===== src/rtl/icache_axi_pkg.sv =====
// Shared types and constants for the icache refill read channel.
// Used by the memory-side responder and its skid FIFO.
package icache_axi_pkg;

    typedef enum logic {
        IDLE  = 1'b0,
        BURST = 1'b1
    } rd_state_e;

    localparam int         BEAT_BYTES     = 4;
    localparam int         LINE_BEATS     = 4;
    localparam logic [7:0] ARLEN_UNCACHED = 8'd0;
    localparam logic [7:0] ARLEN_LINE     = 8'd3;

    function automatic logic [7:0] clamp_len(input logic [7:0] len, input logic [7:0] max_len);
        return (len > max_len) ? max_len : len;
    endfunction

endpackage


===== src/rtl/rd_skid_fifo.sv =====
// Two-entry FIFO holding {data, last} beats between the SRAM and the R channel.
// Push and pop in the same cycle are legal in any fill state, including full.
module rd_skid_fifo #(
    parameter int W = 33
) (
    input  logic         clk,
    input  logic         rstn,
    input  logic         push_i,
    input  logic [W-1:0] push_data_i,
    input  logic         pop_i,
    output logic [W-1:0] head_o,
    output logic [1:0]   count_o,
    output logic         empty_o
);

    logic [W-1:0] mem_q [2];
    logic         wr_ptr_q;
    logic         rd_ptr_q;
    logic [1:0]   count_q;

    always_ff @(posedge clk or negedge rstn) begin
        if (!rstn) begin
            mem_q[0] <= '0;
            mem_q[1] <= '0;
            wr_ptr_q <= 1'b0;
            rd_ptr_q <= 1'b0;
            count_q  <= 2'd0;
        end else begin
            if (push_i) begin
                mem_q[wr_ptr_q] <= push_data_i;
                wr_ptr_q        <= ~wr_ptr_q;
            end
            if (pop_i) begin
                rd_ptr_q <= ~rd_ptr_q;
            end
            case ({push_i, pop_i})
                2'b10:   count_q <= count_q + 2'd1;
                2'b01:   count_q <= count_q - 2'd1;
                default: count_q <= count_q;
            endcase
        end
    end

    assign head_o  = mem_q[rd_ptr_q];
    assign count_o = count_q;
    assign empty_o = (count_q == 2'd0);

endmodule


===== src/rtl/icache_rd_responder.sv =====
// Memory-side read responder for the icache refill port: accepts one burst,
// reads a 1-cycle-latency SRAM and streams beats with i_rlast.
//
//   state | meaning
//   IDLE  | waiting for an AR handshake (i_arready high once out of reset)
//   BURST | issuing SRAM reads and draining beats until the i_rlast handshake
module icache_rd_responder
    import icache_axi_pkg::*;
#(
    parameter int ADDR_W  = 32,
    parameter int DATA_W  = 32,
    parameter int RAM_AW  = 14,
    parameter int MAX_LEN = 15
) (
    input  logic              clk,
    input  logic              rstn,
    input  logic              i_arvalid,
    output logic              i_arready,
    input  logic [ADDR_W-1:0] i_araddr,
    input  logic [7:0]        i_arlen,
    output logic              i_rvalid,
    input  logic              i_rready,
    output logic [DATA_W-1:0] i_rdata,
    output logic              i_rlast,
    output logic              ram_en,
    output logic [RAM_AW-1:0] ram_addr,
    input  logic [DATA_W-1:0] ram_rdata
);

    localparam int LEN_W = $clog2(MAX_LEN + 1);
    localparam int ISS_W = LEN_W + 1;
    localparam int WA_W  = ADDR_W - 2;

    rd_state_e         state_q, state_d;
    logic              rst_done_q;
    logic [WA_W-1:0]   addr_q, addr_d;
    logic [LEN_W-1:0]  rem_q, rem_d;
    logic [ISS_W-1:0]  issued_q, issued_d;
    logic              inflight_q;
    logic              inflight_last_q;
    logic              issue_last;

    logic              fifo_push;
    logic              fifo_pop;
    logic [DATA_W:0]   fifo_head;
    logic [1:0]        fifo_count;
    logic              fifo_empty;
    logic [2:0]        occupancy;
    logic              bypass;
    logic              unused_addr_lsb;

    assign unused_addr_lsb = ^i_araddr[1:0];

    always_ff @(posedge clk or negedge rstn) begin
        if (!rstn) begin
            state_q         <= IDLE;
            rst_done_q      <= 1'b0;
            addr_q          <= '0;
            rem_q           <= '0;
            issued_q        <= '0;
            inflight_q      <= 1'b0;
            inflight_last_q <= 1'b0;
        end else begin
            state_q         <= state_d;
            rst_done_q      <= 1'b1;
            addr_q          <= addr_d;
            rem_q           <= rem_d;
            issued_q        <= issued_d;
            inflight_q      <= ram_en;
            inflight_last_q <= ram_en & issue_last;
        end
    end

    assign i_arready  = rst_done_q && (state_q == IDLE);
    assign occupancy  = {1'b0, fifo_count} + {2'b00, inflight_q};
    assign issue_last = (issued_q == {1'b0, rem_q});
    assign ram_addr   = addr_q[RAM_AW-1:0];

    always_comb begin
        state_d  = state_q;
        addr_d   = addr_q;
        rem_d    = rem_q;
        issued_d = issued_q;
        ram_en   = 1'b0;
        case (state_q)
            IDLE: begin
                if (i_arvalid && i_arready) begin
                    addr_d   = i_araddr[ADDR_W-1:2];
                    rem_d    = LEN_W'(clamp_len(i_arlen, 8'(MAX_LEN)));
                    issued_d = '0;
                    state_d  = BURST;
                end
            end
            BURST: begin
                if ((issued_q <= {1'b0, rem_q}) && (occupancy < 3'd2)) begin
                    ram_en   = 1'b1;
                    addr_d   = addr_q + WA_W'(1);
                    issued_d = issued_q + ISS_W'(1);
                end
                if (i_rvalid && i_rready && i_rlast) begin
                    state_d = IDLE;
                end
            end
            default: state_d = IDLE;
        endcase
    end

    // SRAM data returning into an empty FIFO is presented directly, so the
    // first beat appears the cycle after ram_en; it is only stored if stalled.
    assign bypass    = fifo_empty && inflight_q;
    assign i_rvalid  = !fifo_empty || inflight_q;
    assign fifo_pop  = !fifo_empty && i_rready;
    assign fifo_push = inflight_q && !(fifo_empty && i_rready);
    assign {i_rlast, i_rdata} = bypass ? {inflight_last_q, ram_rdata} : fifo_head;

    rd_skid_fifo #(
        .W (DATA_W + 1)
    ) u_skid (
        .clk         (clk),
        .rstn        (rstn),
        .push_i      (fifo_push),
        .push_data_i ({inflight_last_q, ram_rdata}),
        .pop_i       (fifo_pop),
        .head_o      (fifo_head),
        .count_o     (fifo_count),
        .empty_o     (fifo_empty)
    );

endmodule


===== config.mk =====
export PLATFORM = sky130hd
export DESIGN_NAME = icache_rd_responder
export DESIGN_NICKNAME = d
export VERILOG_FILES = /design/src/rtl/icache_axi_pkg.sv /design/src/rtl/rd_skid_fifo.sv /design/src/rtl/icache_rd_responder.sv
export SDC_FILE = /design/constraint.sdc
export NUM_CORES = 1
export LEC_CHECK = 0
export BUFFER_PORTS_ARGS = -buffer_cell sky130_fd_sc_hd__buf_4
export CAP_MARGIN = 20
export CORE_MARGIN = 1
export CORE_UTILIZATION = 34
export DETAILED_ROUTE_END_ITERATION = 12
export PLACE_DENSITY = 0.6
export SLEW_MARGIN = 20
export SYNTH_ARGS = -nofsm -noshare
export SYNTH_HDL_FRONTEND = slang
export SYNTH_HIERARCHICAL = 1
export SYNTH_SLANG_ARGS = --single-unit

===== constraint.sdc =====
create_clock -name clk -period 2 [get_ports clk]
set_input_delay 0.1 -clock clk [delete_from_list [all_inputs] [get_ports clk]]
set_output_delay 0.1 -clock clk [all_outputs]
set_load 0.1 [all_outputs]

### After elaboration in Yosys (flattened, before gate mapping)

Index checks and enable logic that the tools add are counted.
W data, S select, Z words.

* register bits: 113
* input port bits: 76
* logic and storage cells: 71

* $add $sub $neg: 5
* $lt $le $gt $ge: 6
* eq/ne operators: 5
* muxes and demuxes: 20
* bitwise logic cells: 6
* reductions and logical operators: 17

Operators with widths (count)
* $mux W33: 5
* $bwmux W66: 1
* $mux W30: 2
* $pmux W30 S2: 1
* $demux W33 S1: 1
* $add A30 B1 Y30 const B: 1
* $logic_and A1 B1 Y1: 10
* $mux W5: 2
* $pmux W5 S2: 1
* $gt A8 B4 Y1 const B: 1
* $add A5 B1 Y5 const B: 1
* $eq A5 B4 Y1: 1
* $le A5 B4 Y1: 1
* $ge A2 B2 Y1 const B: 2
* $mux W1: 4
* $mux W4: 1
* $ne A2 B1 Y1 const B: 2
* $not A1 Y2: 2
* $pmux W2 S2: 1
* $reduce_and A2 Y1: 2
* $add A2 B1 Y3: 1
* $lt A3 B2 Y1 const B: 1
* $not A1 Y1: 3
* $add A2 B1 Y2 const B: 1
* other kinds (10): 11

### Depth between registers and ports, before layout

Gate-level depths: netlist (run 1).

* depth after elaboration: 8
* mapped depth: 8

### By module

Netlist (run 1), hierarchy kept.

By module, submodules not included
* rd_skid_fifo: times used 1, cells an instance 190, area each 3039.2 µm², sequential area each 1751.7 µm²
* icache_rd_responder: times used 1, cells an instance 207, area each 1909.3 µm², sequential area each 675.6 µm²

### Least setup slack after synthesis (run 1)

OpenSTA, ideal clock, no wires.

* path kind: flip-flop to flip-flop
* from: register issued_q[2]
* to: register addr_q[12]
* setup time: 0.077 ns
* arrival time: 2.984 ns
* setup slack: -1.061 ns
* cell stages (with the launch flop): 7
* path buffers: 0
* period minus slack after synthesis: 3.061 ns
* cells stage by stage: dfrtp_1 > ha_1 > and4b_1 > nor2b_1 > o21ai_1 > o211ai_1 > nand4_1

* word-level cells in the longest chain between the ends: 4

Ends and longest elaborated chain
* from (decl): RTL line icache_rd_responder.sv:38 `logic [ISS_W-1:0] issued_q, issued_d;`
* from (signal assigned): RTL line icache_rd_responder.sv:68 `issued_q <= issued_d;`
* $le A5 B4 Y1: RTL line icache_rd_responder.sv:95 `if ((issued_q <= {1'b0, rem_q}) && (occupancy < 3'd2)) begin`
* $logic_and A1 B1 Y1: RTL line icache_rd_responder.sv:95
* $ne A2 B1 Y1 (no source line)
* $reduce_and A2 Y1 (no source line)
* to (signal assigned): RTL line icache_rd_responder.sv:66 `addr_q <= addr_d;`
* to (decl): RTL line icache_rd_responder.sv:36 `logic [WA_W-1:0] addr_q, addr_d;`

Every way passes these cells.
A chain may end at the register's enable or synchronous reset.

### Final worst setup path (run 1)

* from: register issued_q[2]
* to: output ram_en

* word-level cells in the longest chain between the ends: 4

Ends and longest elaborated chain
* $le A5 B4 Y1: RTL line icache_rd_responder.sv:95
* $logic_and A1 B1 Y1: RTL line icache_rd_responder.sv:95
* $mux W1: RTL line icache_rd_responder.sv:95
* $mux W1: RTL line icache_rd_responder.sv:85 `case (state_q)`
* to (decl): RTL line icache_rd_responder.sv:25 `output logic ram_en,`

Every way passes these cells.

==> metrics, run 1 <==
die height=123 µm; Die X=123 µm; fill count=1232; Max stage delay cell, worst path=dfrtp_1; Synth cell types=47; Post-Synth Simple-Gate Area=0.0731; All-Layer GR Usage=0.158; Boundary Pins=126; post-synthesis net count=480; asr flop ratio synth=1.00; Critical Path RT=1.90 ns; CP cell instances=ha_4 > and4b_1 > nand4_1 > buf_4 > o21ai_4 > buf_12; vias per cell=4.96; Arrival @ worst endpoint=1.87 ns; Synth Register Bits=97; diode count=0; port buffer count=107; Synth Instances=397; final wirelength=11500 µm; drt drc=0; nets=641; Post-Synth Adder-Cell Area=0.0177; CTS Buf Count=9; Hold Slack=0.0310 ns; crit path time final=1.97 ns; RSZ-0062 raised after global routing=true; family with the most delay on the worst path=flip-flops; fmax=507 MHz; Routability Congestion=0.809; fin. max-slew vios=0; initial core utilization=0.352; Hold Crit Class=in -> reg; number of synthesized flops with an enable pin=0; global-route wire length before repair=18300 µm; initial antenna violation count=0; Final period util=0.987; compound-gate portion of the synthesized area=0.0678; Area growth, synth to finish=40.6%; CTS clk-pin slew, worst paths=0.07 ns; Mapped Area=4950 µm²; H-tree depth=3; GRT Residual Overflow=0; Reg area=2450 µm²; Hold Fails Final Rpt=0; footprint of the multi-input gates=2430 µm²; Syn. warnings=6; status=complete, no violations; max cap viols=0; first-pass iteration count of the detailed router=4; clk_lat worst skew=0.35 ns; WL/cell=15.5 µm; core box area=14000 µm²; layout cell share with drive strength beyond 1=0.551; DRT antenna net count=0; Rows=43; post-layout util=0.495; placed inst area=6130 µm²; CTS tree=yes; maximum root-to-sink buffer count=2; root buf cell=clkbuf_16; Critical Path Max Stage Delay=0.42 ns; largest net degree at the start of global routing=49; Avg Cell Area, Syn=12.5 µm²; mux share of post-synthesis cell area=0.305; main combinational cell family by area after synthesis=multiplexers; Post-Synth XOR/XNOR Area=0.0124; setup tns final=0 ns; dpl hpwl=7290 µm; final instance area=6960 µm²; sequential area share after synthesis=0.491; Die Area=15000 µm²; buffers and inverters on the worst path=2; Worst Skew=0.00583 ns; maximum fanout along the worst path=4; Setup crit end kind=output pin; R2R setup slack=0.06 ns; TritonCTS Sinks=97; vias in the first global route=3806; Setup crit start kind=flop; Crit Path Class=reg -> out; via count=3686; number of DRC markers in iteration 0=154; dominant synthesized flop cell=dfrtp_1; final setup fails=0
registers in the layout (all words and copies together), names as in the netlist:
| register | count |
|---|---|
| u_skid/mem_q | 66 |
| rem_q | 4 |
| addr_q | 14 |
| inflight_q | 1 |
| rst_done_q | 1 |
| issued_q | 5 |
| state_q | 1 |
| u_skid/rd_ptr_q | 1 |
| inflight_last_q | 1 |
| u_skid/wr_ptr_q | 1 |
| u_skid/count_o | 2 |
cell usage in the layout, fill, tap and decap left out, types with 2 or more instances in the layout:
cell,instances
o22a_1,11
a21oi_1,16
nand4_1,3
dfrtp_2,9
nor2_1,17
a211o_1,2
nor4_1,2
nand3_1,7
nand2_2,3
ha_1,6
clkinv_4,2
dlygate4sd3_1,35
buf_12,7
inv_2,2
buf_4,107
nand2_1,20
mux2_1,2
nor3_2,2
xor2_1,3
nor2_4,2
xnor2_1,4
and3_1,2
mux2_2,130
nor2b_1,2
dfrtp_1,86
inv_1,6
o21ai_0,9
nor2b_4,2
clkbuf_16,10
clkinv_2,2
and2_1,2
buf_6,20
inv_6,3
a31oi_1,3
dfrtp_4,2
synthesized netlist by cell type, types with 2 or more instances:
| cell | count | area, µm² |
|---|---|---|
| a31oi_1 | 3 | 18.8 |
| o22a_1 | 11 | 96.3 |
| mux2_1 | 2 | 22.5 |
| inv_1 | 8 | 30.0 |
| and2_1 | 2 | 12.5 |
| clkbuf_1 | 5 | 18.8 |
| mux2_2 | 131 | 1480 |
| nor2b_1 | 4 | 25.0 |
| nand3_1 | 7 | 35.0 |
| nor3_2 | 2 | 20.0 |
| and3_1 | 2 | 12.5 |
| a21oi_1 | 17 | 85.1 |
| nor2_1 | 18 | 67.6 |
| nand2_2 | 2 | 12.5 |
| a211o_1 | 2 | 17.5 |
| buf_2 | 5 | 25.0 |
| nand2_1 | 21 | 78.8 |
| ha_1 | 7 | 87.6 |
| buf_1 | 3 | 11.3 |
| o21ai_0 | 9 | 45.0 |
| buf_6 | 6 | 67.6 |
| xor2_1 | 3 | 26.3 |
| dfrtp_1 | 97 | 2430 |
| xnor2_1 | 4 | 35.0 |
| nand4_1 | 3 | 18.8 |
| nor4_1 | 2 | 12.5 |
repair_timing:
item / CTS / global route
pin swaps: 1 / 7
endpoints found under the hold margin: 89 / 1
buffers inserted: 0 / 6
gates resized for setup: 23 / 11
setup endpoints to repair: 23 / 47
hold buffers: 34 / 1
gates cloned: 0 / 1
tightest hold or removal path, stage by stage:
cell and delay (ns):
buf_4 0.08, nor2_1 0.03, a21oi_1 0.12
worst paths after layout:
check,from,endpoint,cells past startpoint
min reg2reg,u_skid/mem_q[54],u_skid/mem_q[54],1
max,issued_q[2],ram_en,6
max in group asynchronous,rstn,u_skid/mem_q[48],3
min in group asynchronous,rstn,u_skid/mem_q[60],2
max reg2reg,issued_q[2],addr_q[12],6
min,i_arlen[2],rem_q[2],3
final cells by class:
class / count / share of cell area
sequential: 97 / 0.352
multi-input combinational: 271 / 0.349
timing repair buffer: 170 / 0.222
clock buffer: 9 / 0.0324
tap: 180 / 0.0324
clock inverter: 7 / 0.00774
inverter: 9 / 0.00486
stage by stage:
step	cells	setup WS [ns]
after CTS	735	0.000132
after floorplan	397	-0.0137
after detailed placement	685	-0.0170
final	743	0.0264
after global routing	743	-0.0394
after global placement	685	0.0397
cell families after synthesis:
logic type	Yosys count
flops	97
other cells	1
simple gates	71
mux	134
buf+inv	29
fa+ha+maj	7
xor+xnor	7
compound gates	51
per-layer routing:
layer  part of all wire  track usage  vias up
met2               0.49        0.272      108
met5                  0            0        -
met4             0.0070       0.0313        0
met1               0.44        0.192     1820
met3              0.059       0.0525        5
li1                   -            -     1753
Power of run 1 is not shown: default switching activity piles up to over one toggle a cycle in this logic, so the estimate is an artifact.
==> inputs of run 2 (changes only) <==
SETUP_SLACK_MARGIN = 0.1   (was not set)
SLEW_MARGIN = not set   (was 20)
==> metrics, run 2 (synthesized netlist as in run 1, its figures left out) <==
Hold Path Origin=ram_rdata[12] (was i_arlen[2]); initial antenna violation count=0 (unchanged); final setup fails=0 (unchanged); worst-margin pin slew=0.548 ns; Top reg by flops=u_skid/mem_q (unchanged); Die Area=15000 µm² (unchanged); All-Layer GR Usage=0.164 (was 0.158); fmax=504 MHz (was 507 MHz); Hold Slack=0.0298 ns (was 0.0310 ns); maximum root-to-sink buffer count=2 (unchanged); setup tns final=0 ns (unchanged); crit path time final=1.98 ns (was 1.97 ns); layout cell share with drive strength beyond 1=0.556 (was 0.551); Setup crit start kind=flop (unchanged); Critical Path RT=1.90 ns (about the same); Hold Fails Final Rpt=0 (unchanged); largest net degree at the start of global routing=49 (unchanged); most common cell after layout, fill and taps aside=buf_4 (was mux2_2); fin. max-slew vios=0 (unchanged); largest registers=u_skid/mem_q: 66 flops, addr_q: 14 flops, issued_q: 5 flops (unchanged); most frequent cells in the layout=buf_4, dfrtp_1, mux2_2, mux2_4 (was mux2_2, buf_4, dfrtp_1, dlygate4sd3_1); family with the most delay on the worst path=multiplexers (was flip-flops); most used cell, CP=mux2_2; maximum fanout along the worst path=8 (was 4); Final WS setup=0.0154 ns (was 0.0264 ns); CTS clk-pin slew, worst paths=0.07 ns (about the same); RSZ-0062 raised after global routing=true (unchanged); vias in the first global route=3747 (was 3806); nets=650 (was 641); buffers and inverters on the worst path=2 (unchanged); initial core utilization=0.352 (unchanged); Critical Path Max Stage Delay=0.52 ns (was 0.42 ns); Max stage delay cell, worst path=dfrtp_2 (was dfrtp_1); fill count=1144 (was 1232); port buffer count=107 (unchanged); H-tree depth=3 (unchanged); vias per cell=4.94 (was 4.96); Final period util=0.992 (was 0.987); diode count=0 (unchanged); status=complete, no violations (unchanged); CTS tree=yes (unchanged); Worst Skew=0.00744 ns (was 0.00583 ns); number of flip-flops in the largest register=66 (unchanged); number of DRC markers in iteration 0=121 (was 154); Boundary Pins=126 (unchanged); CTS Buf Count=9 (unchanged); clk_lat worst skew=0.34 ns (was 0.35 ns); final wirelength=12500 µm (was 11500 µm); GRT Residual Overflow=0 (unchanged); hold path endpoint=u_skid/mem_q[45] (was rem_q[2]); TritonCTS Sinks=97 (unchanged); depth of the worst hold-timing path=2 (was 3); dpl hpwl=7650 µm (was 7290 µm); Arrival @ worst endpoint=1.88 ns (was 1.87 ns); Routability Congestion=0.761 (was 0.809); R2R Path Start=issued_q[2] (unchanged); DRT antenna net count=0 (unchanged); CP cell instances=clkbuf_16 > mux2_2 > mux2_2 > buf_8 (was ha_4 > and4b_1 > nand4_1 > buf_4 > o21ai_4 > buf_12); root buf cell=clkbuf_16 (unchanged); cells on worst reg2reg path=7 (was 6); Setup crit end kind=output pin (unchanged); worst reg2reg path endpoint=issued_q[2] (was addr_q[12]); relative slew slack=0.635; R2R setup slack=0.12 ns (was 0.06 ns); Crit Path Class=reg -> out (unchanged); first-pass iteration count of the detailed router=4 (unchanged); Die X=123 µm (unchanged); die height=123 µm (unchanged); Hold Crit Class=in -> reg (unchanged); core box area=14000 µm² (unchanged); pre-CTS WS=0.0808 ns (was -0.0170 ns); WL/cell=16.7 µm (was 15.5 µm); drt drc=0 (unchanged); Rows=43 (unchanged); global-route wire length before repair=18800 µm (was 18300 µm); Area growth, synth to finish=55.3% (was 40.6%); via count=3713 (was 3686); max cap viols=0 (unchanged)
==> run 2: how the worst max path moves through the flow <==
stage	end	from	cells after the start	slack (ns)
after floorplan	issued_q[0]	issued_q[2]	5	-0.0003
after CTS	ram_en	issued_q[2]	6	0.08
after global placement	addr_q[12]	rem_q[3]	7	0.10
after global routing	i_rdata[21]	u_skid/rd_ptr_q	4	-0.02
final	i_rdata[21]	u_skid/rd_ptr_q	4	0.02
after detailed placement	addr_q[12]	rem_q[3]	7	0.08
==> run 2: layout make-up <==
cell class	instances	area (µm²)	share of cell area
clock buffer	12	256	0.0334
clock inverter	4	98.8	0.0129
inverter	9	37.5	0.00488
multi-input combinational	271	2610	0.339
sequential	97	2450	0.319
tap	180	225	0.0293
timing repair buffer	179	2010	0.261
==> run 2: through the flow <==
stage	utilization	instance area (µm²)	instances
after floorplan	-	5030	397
after global placement	0.437	6130	686
after detailed placement	0.437	6130	686
after CTS	0.507	7120	745
after global routing	0.547	7690	752
final	0.547	7690	752
==> run 2: worst register-to-register path: cells and delay by family (launching register included) <==
| kind | cells | cell delay (ns) |
|---|---|---|
| AO/OA/AOI/OAI | 2 | 0.43 |
| adder cells (fa/ha/maj) | 1 | 0.28 |
| buffers and inverters | 1 | 0.19 |
| flip-flops | 1 | 0.41 |
| AND/OR/NAND/NOR | 3 | 0.47 |
==> run 2: timing repair <==
action	4_1_cts	5_1_grt
resized for setup	52	111
hold buffers	36	0
endpoints found under the hold margin	94	0
setup endpoints to repair	37	50
setup buffers	6	3
cloned	1	4
pin swaps	3	0
==> run 2: metal layers <==
layer	wire length [µm]	up-vias	global-route usage
met2	6240	89	0.270
li1	-	1782	-
met1	5450	1830	0.206
met3	668	12	0.0409
met5	0	-	0
met4	179	0	0.0640
Power of run 2 is left out for the same reason.
